File: src/rtl/dpram_ctrl_pkg.sv
// Shared definitions for the dual-port RAM port arbiter.
//   state_e        : controller state encoding (ST_CLEAR / ST_RUN)
//   GNT_R0/GNT_R1  : requester index encoding used for grant history and read ownership
//   DEFAULT_*      : default RAM geometry
package dpram_ctrl_pkg;

    typedef enum logic {
        ST_CLEAR = 1'b0,
        ST_RUN   = 1'b1
    } state_e;

    localparam logic GNT_R0 = 1'b0;
    localparam logic GNT_R1 = 1'b1;

    localparam int DEFAULT_ADDR_W = 12;
    localparam int DEFAULT_DATA_W = 16;

endpackage

File: src/rtl/dpram_port_arbiter_rr_arb2.sv
// Two-way round-robin arbiter.
//   clk, reset_n : clock and asynchronous active-low reset
//   valid[1:0]   : request lines (bit 0 = requester 0)
//   xfer         : a granted request was accepted this cycle
//   grant[1:0]   : combinational one-hot grant (or zero)
//   last_grant   : index of the most recently accepted requester; resets to 1
//                  so requester 0 wins the first tie
module rr_arb2
    import dpram_ctrl_pkg::*;
(
    input  logic       clk,
    input  logic       reset_n,
    input  logic [1:0] valid,
    input  logic       xfer,
    output logic [1:0] grant,
    output logic       last_grant
);

    logic last_grant_q;
    logic last_grant_d;

    always_comb begin
        grant = 2'b00;
        unique case (valid)
            2'b01:   grant = 2'b01;
            2'b10:   grant = 2'b10;
            2'b11:   grant = (last_grant_q == GNT_R1) ? 2'b01 : 2'b10;
            default: grant = 2'b00;
        endcase
    end

    always_comb begin
        last_grant_d = last_grant_q;
        if (xfer) begin
            last_grant_d = grant[1] ? GNT_R1 : GNT_R0;
        end
    end

    always_ff @(posedge clk or negedge reset_n) begin
        if (!reset_n) begin
            last_grant_q <= GNT_R1;
        end else begin
            last_grant_q <= last_grant_d;
        end
    end

    assign last_grant = last_grant_q;

endmodule

File: src/rtl/dpram_port_arbiter.sv
// Shares one RAM port between two requesters with round-robin arbitration,
// optionally zero-fills the RAM after reset, and routes one-cycle-latency
// read data back to the requester that issued the read.
//   clk, reset_n          : clock and asynchronous active-low reset
//   init_done             : RAM usable (clear finished or skipped)
//   rN_valid/ready/we/addr/wdata : requester N access channel
//   rN_rvalid/rdata       : requester N read return
//   mem_ce/we/addr/write  : RAM port controls and write data
//   mem_read              : RAM port read data, one cycle after the read
//
// state    | meaning
// ---------+-----------------------------------------------------------
// ST_CLEAR | writing zero to clear_addr each cycle, requesters blocked
// ST_RUN   | arbitrating requester traffic onto the RAM port
module dpram_port_arbiter
    import dpram_ctrl_pkg::*;
#(
    parameter int ADDR_W         = DEFAULT_ADDR_W,
    parameter int DATA_W         = DEFAULT_DATA_W,
    parameter bit CLEAR_ON_RESET = 1'b1
) (
    input  logic              clk,
    input  logic              reset_n,
    output logic              init_done,

    input  logic              r0_valid,
    output logic              r0_ready,
    input  logic              r0_we,
    input  logic [ADDR_W-1:0] r0_addr,
    input  logic [DATA_W-1:0] r0_wdata,
    output logic              r0_rvalid,
    output logic [DATA_W-1:0] r0_rdata,

    input  logic              r1_valid,
    output logic              r1_ready,
    input  logic              r1_we,
    input  logic [ADDR_W-1:0] r1_addr,
    input  logic [DATA_W-1:0] r1_wdata,
    output logic              r1_rvalid,
    output logic [DATA_W-1:0] r1_rdata,

    output logic              mem_ce,
    output logic              mem_we,
    output logic [ADDR_W-1:0] mem_addr,
    output logic [DATA_W-1:0] mem_write,
    input  logic [DATA_W-1:0] mem_read
);

    localparam state_e ST_RESET = CLEAR_ON_RESET ? ST_CLEAR : ST_RUN;

    state_e            state_q, state_d;
    logic [ADDR_W-1:0] clear_addr_q, clear_addr_d;
    logic              init_done_q, init_done_d;
    logic              rd_pending_q, rd_pending_d;

    logic [1:0]        arb_valid;
    logic [1:0]        grant;
    logic              last_grant;
    logic              rd_owner;

    // Requesters are invisible to the arbiter while clearing.
    assign arb_valid = (state_q == ST_RUN) ? {r1_valid, r0_valid} : 2'b00;

    rr_arb2 u_arb (
        .clk        (clk),
        .reset_n    (reset_n),
        .valid      (arb_valid),
        .xfer       (|grant),
        .grant      (grant),
        .last_grant (last_grant)
    );

    // rd_pending_q is only set in the cycle right after a read transfer, and
    // the arbiter's history was updated on that same edge to the reading
    // requester, so last_grant is the owner whenever a response is due.
    assign rd_owner = last_grant;

    always_comb begin
        state_d      = state_q;
        clear_addr_d = clear_addr_q;
        init_done_d  = init_done_q;
        rd_pending_d = 1'b0;
        mem_ce       = 1'b0;
        mem_we       = 1'b0;
        mem_addr     = '0;
        mem_write    = '0;
        unique case (state_q)
            ST_CLEAR: begin
                mem_ce       = 1'b1;
                mem_we       = 1'b1;
                mem_addr     = clear_addr_q;
                clear_addr_d = clear_addr_q + 1'b1;
                if (clear_addr_q == {ADDR_W{1'b1}}) begin
                    state_d     = ST_RUN;
                    init_done_d = 1'b1;
                end
            end
            ST_RUN: begin
                if (grant[0]) begin
                    mem_ce       = 1'b1;
                    mem_we       = r0_we;
                    mem_addr     = r0_addr;
                    mem_write    = r0_wdata;
                    rd_pending_d = !r0_we;
                end else if (grant[1]) begin
                    mem_ce       = 1'b1;
                    mem_we       = r1_we;
                    mem_addr     = r1_addr;
                    mem_write    = r1_wdata;
                    rd_pending_d = !r1_we;
                end
            end
            default: state_d = ST_RESET;
        endcase
    end

    always_ff @(posedge clk or negedge reset_n) begin
        if (!reset_n) begin
            state_q      <= ST_RESET;
            clear_addr_q <= '0;
            init_done_q  <= !CLEAR_ON_RESET;
            rd_pending_q <= 1'b0;
        end else begin
            state_q      <= state_d;
            clear_addr_q <= clear_addr_d;
            init_done_q  <= init_done_d;
            rd_pending_q <= rd_pending_d;
        end
    end

    assign init_done = init_done_q;
    assign r0_ready  = grant[0];
    assign r1_ready  = grant[1];
    assign r0_rvalid = rd_pending_q && (rd_owner == GNT_R0);
    assign r1_rvalid = rd_pending_q && (rd_owner == GNT_R1);
    assign r0_rdata  = mem_read;
    assign r1_rdata  = mem_read;

endmodule

File: config.mk
export PLATFORM = sky130hd
export DESIGN_NAME = dpram_port_arbiter
export DESIGN_NICKNAME = d
export VERILOG_FILES = /design/src/rtl/dpram_ctrl_pkg.sv /design/src/rtl/dpram_port_arbiter_rr_arb2.sv /design/src/rtl/dpram_port_arbiter.sv
export SDC_FILE = /design/constraint.sdc
export NUM_CORES = 1
export LEC_CHECK = 0
export ABC_AREA = 1
export CORE_UTILIZATION = 33
export DETAILED_ROUTE_END_ITERATION = 10
export PLACE_DENSITY = 0.91
export SYNTH_ARGS = -nofsm -noshare
export SYNTH_HDL_FRONTEND = slang
export SYNTH_SLANG_ARGS = --single-unit
File: constraint.sdc
create_clock -name clk -period 3 [get_ports clk]
set_input_delay 0.45 -clock clk [delete_from_list [all_inputs] [get_ports clk]]
set_output_delay 0.45 -clock clk [all_outputs]
set_load 0.01 [all_outputs]
---- Word-level counts from Yosys, hierarchy flattened ----
Index checks and enable logic that the tools add are counted.
operators by class
  $add $sub $neg .......................... 1
  eq/ne operators ......................... 4
  multiplexer cells ....................... 20
  bitwise operators ....................... 2
  reductions and logical operators ........ 6
operator list
  operator                                       count
  two-way mux 16 bit                             3
  two-way mux 12 bit                             2
  case mux 12 bit (2 select lines)               1
  adder 12 x 1 -> 12 bit, second input constant  1
  == test 12 bit, second input constant          1
  two-way mux 1 bit                              9
  case mux 2 bit (3 select lines)                1
  == test 2 bit, second input constant           2
  two-way mux 2 bit                              2
  case mux 1 bit (2 select lines)                2
  == test 2 x 1 -> 1 bit, second input constant  1
  logical AND 1 bit                              2
  zero test 1 bit                                2
  inverter 1 bit                                 2
  AND reduction 2 bit                            1
  OR reduction 2 bit                             1
word-level totals
  register bits ........................... 16
  input port bits ......................... 78
  output and inout port bits .............. 67
  word-level logic and storage cells ...... 38

---- Depth between registers and ports, before layout ----
  depth in word-level cells ............... 6
  mapped depth ............................ 9
  mapped depth without buffers ............ 7

---- Modules after synthesis ----
A second synthesis with hierarchy kept.
second synthesis, totals
  cells, all modules ...................... 234
  area total of the unflattened synthesis .. 1559.0 µm²
by module, submodules not included
  module              instances  cells each  area an instance (µm²)  seq. area each (µm²)
  dpram_port_arbiter  1          225         1495.2                  375.4
  rr_arb2             1          9           63.8                    26.3

---- Least setup slack after synthesis ----
Ideal clock, no wire load.
  path kind ............................... register to output
  from .................................... register u_arb.last_grant_q, in the netlist u_arb.last_grant
  to ...................................... output mem_write[10]
  arrival time ............................ 1089 ps
  data required time ...................... 2550 ps
  path slack .............................. 1461 ps
  cell stages (with the launch flop) ...... 8
  buffers on the path ..................... 1
  cells stage by stage .................... dfstp_2 > inv_1 > nand2_1 > nand2_2 > inv_2 > buf_2 > nand2_1 > nand2_1
between the ends
  elaborated cells on any way between the ends .. 5
  those cells by class .................... mux: 5
RTL lines
  element                          line                              text
  start: declaration               dpram_port_arbiter_rr_arb2.sv:19  logic last_grant_q;
  start signal: assignment         dpram_port_arbiter_rr_arb2.sv:43  last_grant_q <= last_grant_d;
  two-way mux 2 bit                dpram_port_arbiter_rr_arb2.sv:27  2'b11: grant = (last_grant_q == GNT_R1) ? 2'b01 : 2'b10;
  case mux 2 bit (3 select lines)  dpram_port_arbiter_rr_arb2.sv:24  unique case (valid)
  named net r0_ready               dpram_port_arbiter.sv:27          output logic r0_ready,
  two-way mux 16 bit               dpram_port_arbiter.sv:99          if (grant[0]) begin
  two-way mux 16 bit               dpram_port_arbiter.sv:87          unique case (state_q)
  end: declaration                 dpram_port_arbiter.sv:45          output logic [DATA_W-1:0] mem_write,
The timed path passes the listed nets, and every way through them passes these cells.

---- Final worst setup path ----
  from .................................... input r0_valid
  to ...................................... output mem_write[12]
between the ends
  cells in the longest elaborated chain, start to end .. 6
  elaborated cells on any way between the ends .. 8
  those cells by class .................... eq/ne: 3; mux: 5
ends and longest elaborated chain
  element                                                  line                              text
  start: declaration                                       dpram_port_arbiter.sv:26          input logic r0_valid,
  two-way mux 2 bit *                                      dpram_port_arbiter.sv:62          assign arb_valid = (state_q == ST_RUN) ? {r1_valid, r0_valid} : 2'b00;
  == test 2 bit or == test 2 x 1 -> 1 bit (tied branches)  dpram_port_arbiter_rr_arb2.sv:24
  case mux 2 bit (3 select lines) *                        dpram_port_arbiter_rr_arb2.sv:24
  two-way mux 16 bit                                       dpram_port_arbiter.sv:105         end else if (grant[1]) begin
  two-way mux 16 bit *                                     dpram_port_arbiter.sv:99
  two-way mux 16 bit *                                     dpram_port_arbiter.sv:87
Mark *: on every way between the ends. The rest lies on a longest branch, timed or not.

==> reports/results.ini <==
[outcome]
outcome=completed

[cells_and_area]
final_net_count=374
fillers=433
drive_above_1_share_pct=6.12
area_growth_pct=53.0
fin_cells=346
num_antenna_cells=0
fin_area_um2=2290

[synth]
synth_area_um2=1500
synthDistinctLibCells=23
synth.top_cell.area_share_pct=28.1
synthArstFlopShare_pct=100
synth-xor-area-share_pct=4.10
postSynthNetCount=312
synth-main-ff-cell=dfrtp_1
ys_ff_latch=16
yosysSeqAreaShare_pct=26.8
synth_most_common_cell=nand2_1
synth-adder-area-share_pct=0.836
synth-edff-count=0
synth_common_cells=nand2_1 (112), buf_4 (33), nand3_1 (19)
synthMuxAreaShare_pct=0
synth_top_family_by_area=simple AND/OR/NAND/NOR gates
synth_compound_area_share_pct=1.17
ys_warn_count=0
syn_inst=233
synthTopCellsByArea=nand2_1 (28%), dfrtp_1 (25%), buf_4 (17%)
synth-simple-area-share_pct=41.9
yosysTopAreaCell=nand2_1
avgSynthCellArea_um2=6.42

[setup_path]
r2r_slack_ns=1.59
crit_required_ns=2.55
cp.depth=8
critPathLaunch=r0_valid
crit_fanout=30
path_buf_inv=3
r2r_cells=7
timing.rr.start=state_q
crit_slowest_cell=clkdlybuf4s50_1
crit_path_start_kind=primary input
cpLargestDelayFamily=buffers and inverters
arrival_ns=2.31
path_class=primary input to output pin
crit_chain=clkdlybuf4s50_1, nand2_2, nand2_1, nand2_2, inv_2, nand2_1, nand2_1, clkdlybuf4s50_1
worst_setup_path_end_kind=output pin
max_stage_delay_ns=0.55
crit_top_cell=nand2_1

[hold_path]
hold_path_class=flop to flop
hold_depth=1
hold_start=init_done

[clock_tree]
clock_sinks=16
path_clk_slew_ns=0.06
cts.repair.resized=0
cts_setup_buffers=0
cts_root_buffer=clkbuf_8
insertion_delay_ns=0.24
h-tree-depth=1
cts_tree=done
ctsLongestPathBuffers=2
cts_buffers=3
cts_hold_buf=0

[detailed_routing]
drt-pass1-iter-count=4
num_vias=1590
drt_iter0_drc=42
post-route-drc-count=0
routed_wl_mm=4.03
wl_per_cell_um=11.7
ant_nets=0
viasPerCell=4.60

[floorplanning]
die_h_um=69.3
start_util_pct=34.4
die-area_um2=4810
core_area_um2=4350
fp.dieW_um=69.3
pin_count=145
placementRows=24

[grt]
grt_usage_pct=16.8
grt_pass1_vias=1511
antenna_found_initial=0
grt_max_degree=31
grt.overflow.total=0
grt_pass1_wl_mm=6.75

[placed_design]
dp_hpwl_mm=3.34
gp_congestion=0.756
portBuffers=96
post-place-cells=342
placed_cell_area_um2=2230

[timing]
finalClockSkew_ns=0.00124
final_hold_viol_count=0
rsz0062_at_grt=no
tightest_slew_ns=0.711
fmax_mhz=362
timing.slew.headroom_pct=52.4
finalCriticalPeriod_ns=2.76
fin_tns_setup_ns=0
setup_viol=0
post-route-period-util_pct=92.0
slew_violations=0

[run]
maxCapViolations=0

[power_and_ir_drop]
leakage_nw=1.10
vdd_ir_drop_max_mv=0.184
pwr_density_cell_nw_per_um2=212

## path summary, 6_finish.rpt
| check | endpoint |
|---|---|
| worst min register to register | init_done |
| worst max register to register | clear_addr_q[11] |
| worst max-delay path | mem_write[12] |
| max in group asynchronous | clear_addr_q[1] |
| worst min-delay path | init_done |
| min in group asynchronous | clear_addr_q[11] |
## layout by cell type, fill, tap and decap left out, types with 2 or more instances in the layout
| master | n |
|---|---|
| clkbuf_8 | 4 |
| clkdlybuf4s50_1 | 96 |
| xnor2_1 | 2 |
| nand2_2 | 3 |
| nand2_1 | 112 |
| xor2_1 | 5 |
| o21ai_0 | 2 |
| dfrtp_1 | 15 |
| nand3_1 | 19 |
| inv_2 | 3 |
| nand3_2 | 2 |
| inv_1 | 14 |
| nor2_1 | 5 |
| nand4_1 | 3 |
## state kept, by name, summed over array words and instances (netlist names)
signal and cells:
clear_addr_q 12, init_done 1, u_arb.last_grant 1, state_q 1, rd_pending_q 1
## where the power goes
part / switching (mW) / total [mW] / internal [mW]
logic: 0.0143 / 0.0827 / 0.0684
registers: 0 / 0.216 / 0.216
clock network: 0.0699 / 0.186 / 0.116
## area by class of cell
class	instances	area, µm²	area share, %
repair buffers	97	981	42.8
multi-input cells	159	718	31.4
flip-flops and latches	16	402	17.5
inverters	18	68.8	3.01
well taps	52	65.1	2.84
clock buffers	4	55.1	2.40
## through the flow
stage          setup slack (ns)  utilization [%]  total power, mW  hold slack (ns)
3_5_place_dp              0.230             51.3            0.303            0.465
2_1_floorplan              1.46                -            0.264            0.154
6_report                  0.239             52.6            0.485            0.481
5_1_grt                  0.0839             52.6            0.501            0.497
3_3_place_gp              0.308             51.3            0.303            0.460
4_1_cts                   0.231             52.6            0.488            0.483
## worst reg2reg max path: stages (launching register included)
cell and delay, ns:
dfrtp_1 0.55, clkinv_2 0.31, nand3_2 0.16, nor2_4 0.06, nand3_1 0.07, nand2_1 0.06, nand2_1 0.05, inv_1 0.04
## routing by layer
| metal | vias up | share of wire [%] | track usage (%) |
|---|---|---|---|
| met4 | 0 | 0.84 | 3.17 |
| met1 | 707 | 36 | 18.0 |
| met5 | - | 0 | 0 |
| met2 | 81 | 57 | 34.2 |
| met3 | 4 | 6.4 | 2.33 |
| li1 | 798 | - | - |
## logic make-up after synthesis
| group | count (synthesis) |
|---|---|
| compound gates | 3 |
| xor+xnor | 7 |
| fa+ha+maj | 1 |
| buf+inv | 58 |
| flops | 16 |
| simple gates | 148 |
No activity file was read; power rests on OpenSTA's default activity.
==> RTL change 1: new RTL, same flow settings <==
Change the package constant `DEFAULT_ADDR_W` from 12 to 11.
--- a/src/rtl/dpram_ctrl_pkg.sv
+++ b/src/rtl/dpram_ctrl_pkg.sv
@@ -13,5 +13,5 @@
     localparam logic GNT_R1 = 1'b1;
 
-    localparam int DEFAULT_ADDR_W = 12;
+    localparam int DEFAULT_ADDR_W = 11;
     localparam int DEFAULT_DATA_W = 16;
 
Ports: changed (resized mem_addr, r0_addr and r1_addr); port bits go from 145 to 142. The function was not compared with the original's and may differ.
==> RTL change 1 against the original RTL <==
Final area fell by 3.5%; synthesized area fell by 3.7%; critical path depth decreased by 1; setup slack better by 0.13 ns; wire length grew 5.2%; sequential power fell by 6%; die area is 3.6% lower; non-clock buffer count stayed put; worst hold slack got worse by 0.015 ns; sequential cell count decreased by 1; total power decreased by 6.6%; largest cell class unchanged; first-iteration DRC count fell by 12%.
==> RTL change 1: results (changes against the original RTL) <==
| Metric | Value |
|---|---|
| ClkCell Share | 0.0204 (-0.00366) |
| P_leak | 1.03 nW (-6.5%) |
| Final Slew Violations | 0 (unchanged) |
| Post-Layout Cell Count | 346 (unchanged) |
| Max IR drop VDD | 0.000119 V (-35%) |
| Met3 Routed Length | 290 µm (+13%) |
| Area of the multi-input gates | 704 µm² (-1.9%) |
| Nets | 374 (unchanged) |
| Clk sinks | 15 (-1) |
| Fraction of layout instances using a drive strength above 1 | 0.0507 (-0.0105) |
| Clk Tree Root Cell | clkbuf_8 |
| Register area | 377 µm² (-6.2%) |
| Total number of vias | 1603 (+0.82%) |
| Status | complete, no violations |
| Skew final | 0.00281 ns (+0.00157 ns) |
| Yosys cell types | 22 (-4.3%) |
| Place WS | 0.364 ns (+0.134 ns) |
| Largest register FFs | 11 (-1) |
| Met2 wire length | 2360 µm (+3.4%) |
| Post-synth top cells | 118 x nand2_1, 35 x buf_4, 24 x nand3_1, 14 x dfrtp_1, 14 x inv_1 |
| M1 wire length | 1540 µm (+6.0%) |
| Arr. time, crit path | 2.18 ns (-0.13 ns) |
| Largest Register | clear_addr_q |
| Postcts setup bufs | 0 (unchanged) |
| Worst Tran Pin Value | 0.668 ns (-0.0437 ns) |
| Crit-path max FO | 16 (-47%) |
| Top FF cell, synth | dfrtp_1 |
| Multi-input combinational area share | 0.319 (+0.00514) |
| Net count after synthesis | 312 (unchanged) |
| WL/cell | 12.3 µm (+5.2%) |
| Register area share after synthesis | 0.261 (-0.00711) |
| DRT Pass-1 Iters | 4 (unchanged) |
| Signal inverters | 16 (-2) |
| Internal | 0.363 mW (-9.2%) |
| Ys async rst share | 1.00 (unchanged) |
| DR top layer | met4 |
| Final non-clock buffer share | 0.435 (+0.00647) |
| Vias in the first global route | 1334 (-12%) |
| Largest net degree at the start of global routing | 18 (-42%) |
| Cells after DPL | 342 (unchanged) |
| Post-DP HPWL | 3510 µm (+4.9%) |
| Dpl cell area | 2160 µm² (-3.1%) |
| Comb_multi_in | 164 (+3.1%) |
| Max clock buf depth | 2 (unchanged) |
| H-Tree Depth | 1 (unchanged) |
| Clk slew on worst S/H paths | 0.06 ns (about the same) |
| # rows | 23 (-4.2%) |
| Hold/Removal Path Class | reg2reg |
| Syn avg cell area | 6.13 µm² (-4.5%) |
| DRT iter0 DRCs | 37 (-12%) |
| Filler cells | 386 (-11%) |
| Port Buf Inserts | 93 (-3.1%) |
| Global-route wire length before repair | 5910 µm (-12%) |
| # diodes | 0 (unchanged) |
| Overall routing resource usage | 0.172 (+0.00428) |
| Largest cells by area after synthesis | nand2_1 31%, dfrtp_1 24%, buf_4 18% |
| Gpl congestion | 0.775 (+2.4%) |
| Syn. warnings | 0 (unchanged) |
## RTL change 1: metal layers
metal	vias to the layer above	track usage
met5	-	0
met4	0	0.0547
met3	5	0.0333
met2	64	0.338
met1	727	0.179
li1	807	-
## RTL change 1: critical path: stages
cell and delay [ns]:
clkdlybuf4s50_1 0.54, nand2_1 0.12, a21oi_2 0.15, buf_4 0.22, nand2_1 0.07, nand3_1 0.09, clkdlybuf4s50_1 0.54
## RTL change 1: power by group through the flow
stage / Combinational, mW / Clock [mW] / Sequential [mW]
floorplan: 0.0445 / 0 / 0.206
global placement: 0.0843 / 0 / 0.206
detailed placement: 0.0850 / 0 / 0.206
CTS: 0.0857 / 0.165 / 0.202
global route: 0.0894 / 0.177 / 0.202
finish: 0.0845 / 0.165 / 0.202
## RTL change 1: final timing paths
kind / from / endpoint / slack, ns / depth (start not counted)
min in group asynchronous: reset_n / clear_addr_q[9]$_DFFE_PN0N_ / 0.61 / 1
hold reg to reg: init_done$_DFFE_PN0P_ / init_done$_DFFE_PN0P_ / 0.47 / 2
setup reg to reg: state_q$_DFF_PN0_ / clear_addr_q[7]$_DFFE_PN0N_ / 1.56 / 6
max in group asynchronous: reset_n / clear_addr_q[2]$_DFFE_PN0N_ / 1.97 / 1
hold / removal: init_done$_DFFE_PN0P_ / init_done$_DFFE_PN0P_ / 0.47 / 2
setup / recovery: r1_valid / mem_addr[4] / 0.37 / 7
## RTL change 1: cell families after synthesis
kind of cell | after synthesis | synth area share
AOI/OAI and AO/OA | 5 | 0.0243
and+or+nand+nor | 155 | 0.438
xor gates and xnor gates | 3 | 0.0182
DFF | 15 | 0.261
adders and majority gates | 1 | 0.00868
buffers and inverters | 56 | 0.250
==> RTL change 2: new RTL, config.mk and constraints unchanged <==
Made on the original files. Take the reset off `clear_addr_q` and load it in a clocked block of its own.
--- a/src/rtl/dpram_port_arbiter.sv
+++ b/src/rtl/dpram_port_arbiter.sv
@@ -118,13 +118,15 @@
         if (!reset_n) begin
             state_q      <= ST_RESET;
-            clear_addr_q <= '0;
             init_done_q  <= !CLEAR_ON_RESET;
             rd_pending_q <= 1'b0;
         end else begin
             state_q      <= state_d;
-            clear_addr_q <= clear_addr_d;
             init_done_q  <= init_done_d;
             rd_pending_q <= rd_pending_d;
         end
+    end
+
+    always_ff @(posedge clk) begin
+        clear_addr_q <= clear_addr_d;
     end
 
Formal check against the unedited RTL: not equivalent (a bounded check fails within 4 cycles, from zero or initial values and one cycle with reset_n low).
==> RTL change 2 against the original RTL <==
Synthesized area is 4.1% higher; wire length rose by 20%; the run now ends with design-rule violations left; critical path depth unchanged; first-iteration DRC count rose by 110%; setup slack better by 0.011 ns; count of clock-buffer cells in the layout is the same; highest routed layer unchanged; die area up 4.0%; critical endpoint is now mem_addr[0]; critical path type unchanged; sequential cell count did not move; final area grew 3.0%.
Power is not compared: it rests on default switching activity, and its combinational part moved more than twofold at a synthesized area within 25%.
==> RTL change 2: results (changes against the original RTL) <==
| Metric | Value |
|---|---|
| Status | complete, but fails checks |
| Failing checks | design-rule violations |
| DRT iter0 DRCs | 87 (+110%) |
| Filler cells | 432 (-0.23%) |
| Vias in the first global route | 1737 (+15%) |
| Worst-Skew Late Latency | 0.26 ns (+0.02 ns) |
| Nets | 376 (+0.53%) |
| Clk slew on worst S/H paths | 0.06 ns (about the same) |
| Hold/Removal Path Class | in2async |
| # DRC | 26 (+26) |
| Skew final | 0.00436 ns (+0.00312 ns) |
| Global-route wire length before repair | 7890 µm (+17%) |
| Largest cells by area after synthesis | nand2_1 24%, edfxtp_1 23%, buf_4 15% |
| Vias/cell | 4.80 (+4.4%) |
| Fraction of layout instances using a drive strength above 1 | 0.0541 (-0.00717) |
| H-Tree Depth | 1 (unchanged) |
| Register area share after synthesis | 0.296 (+0.0280) |
| Compound-Gate Fraction of Synth Area | 0.00803 (-0.00367) |
| Gpl congestion | 0.892 (+18%) |
| Net count after synthesis | 311 (-0.32%) |
| Top FF cell, synth | edfxtp_1 |
| Xor/xnor share of the synthesized area | 0.0337 (-0.00723) |
| Grt met2 use | 0.390 (+0.0480) |
| Post-Synth Adder-Cell Area | 0.00803 (-0.000329) |
| Met1 GRT Util | 0.209 (+0.0293) |
| Worst Tran Pin Value | 0.512 ns (-0.199 ns) |
| Overall routing resource usage | 0.199 (+0.0310) |
| Place WS | 0.251 ns (+0.0203 ns) |
| WL final | 4840 µm (+20%) |
| Dpl cell area | 2300 µm² (+3.1%) |
| Post-DP HPWL | 3890 µm (+16%) |
RTL change 2: cell type report:
class,instances,share of cell area
Timing Repair Buffer,99,0.417
Multi-Input combinational cell,161,0.309
Sequential cell,16,0.196
Inverter,16,0.0276
Tap cell,52,0.0276
Clock buffer,4,0.0233
RTL change 2: layer usage:
metal  vias to the layer above  wire length (µm)
met5                         -                 0
met4                         0               103
met3                        11               392
met2                        89              2600
met1                       746              1750
li1                        823                 -
RTL change 2: power groups by stage:
stage	clock network [mW]	logic, mW	registers (mW)
6_report	0.192	0.281	0.241
5_1_grt	0.204	0.305	0.242
4_1_cts	0.194	0.283	0.241
3_5_place_dp	0	0.282	0.246
3_3_place_gp	0	0.277	0.245
2_1_floorplan	0	0.150	0.245
RTL change 2: path summary, 6_finish.rpt:
kind / slack [ns] / depth (start not counted) / from / end
worst max-delay path: 0.25 / 8 / r0_valid / mem_addr[0]
worst min-delay path: 0.39 / 1 / reset_n / rd_pending_q$_DFF_PN0_
worst max register to register: 1.43 / 6 / clear_addr_q[0]$_DFFE_PN_ / clear_addr_q[10]$_DFFE_PN_
worst min register to register: 0.47 / 2 / init_done$_DFFE_PN0P_ / init_done$_DFFE_PN0P_
max in group asynchronous: 2.38 / 1 / reset_n / u_arb.last_grant$_DFFE_PN1P_
min in group clk: 0.47 / 2 / init_done$_DFFE_PN0P_ / init_done$_DFFE_PN0P_
RTL change 2: cell families after synthesis:
logic type | Yosys count
AO/OA/AOI/OAI | 2
XOR/XNOR | 6
adder cells (fa/ha/maj) | 1
buffers and inverters | 55
flip-flops | 16
AND/OR/NAND/NOR | 152
RTL change 2: stage by stage:
step | cells | utilization | power (mW) | hold WS, ns
global placement | 344 | 0.518 | 0.522 | 0.451
detailed placement | 344 | 0.518 | 0.527 | 0.456
finish | 348 | 0.531 | 0.715 | 0.389
floorplan | 232 | - | 0.395 | 0.154
CTS | 348 | 0.531 | 0.718 | 0.394
global route | 348 | 0.531 | 0.751 | 0.397
RTL change 2: worst max-delay path: stages:
cell	delay (ns)
clkdlybuf4s50_1	0.47
nand2_2	0.10
inv_2	0.09
nand2_4	0.04
inv_2	0.38
nand2_1	0.11
nand3_1	0.12
clkdlybuf4s50_1	0.54
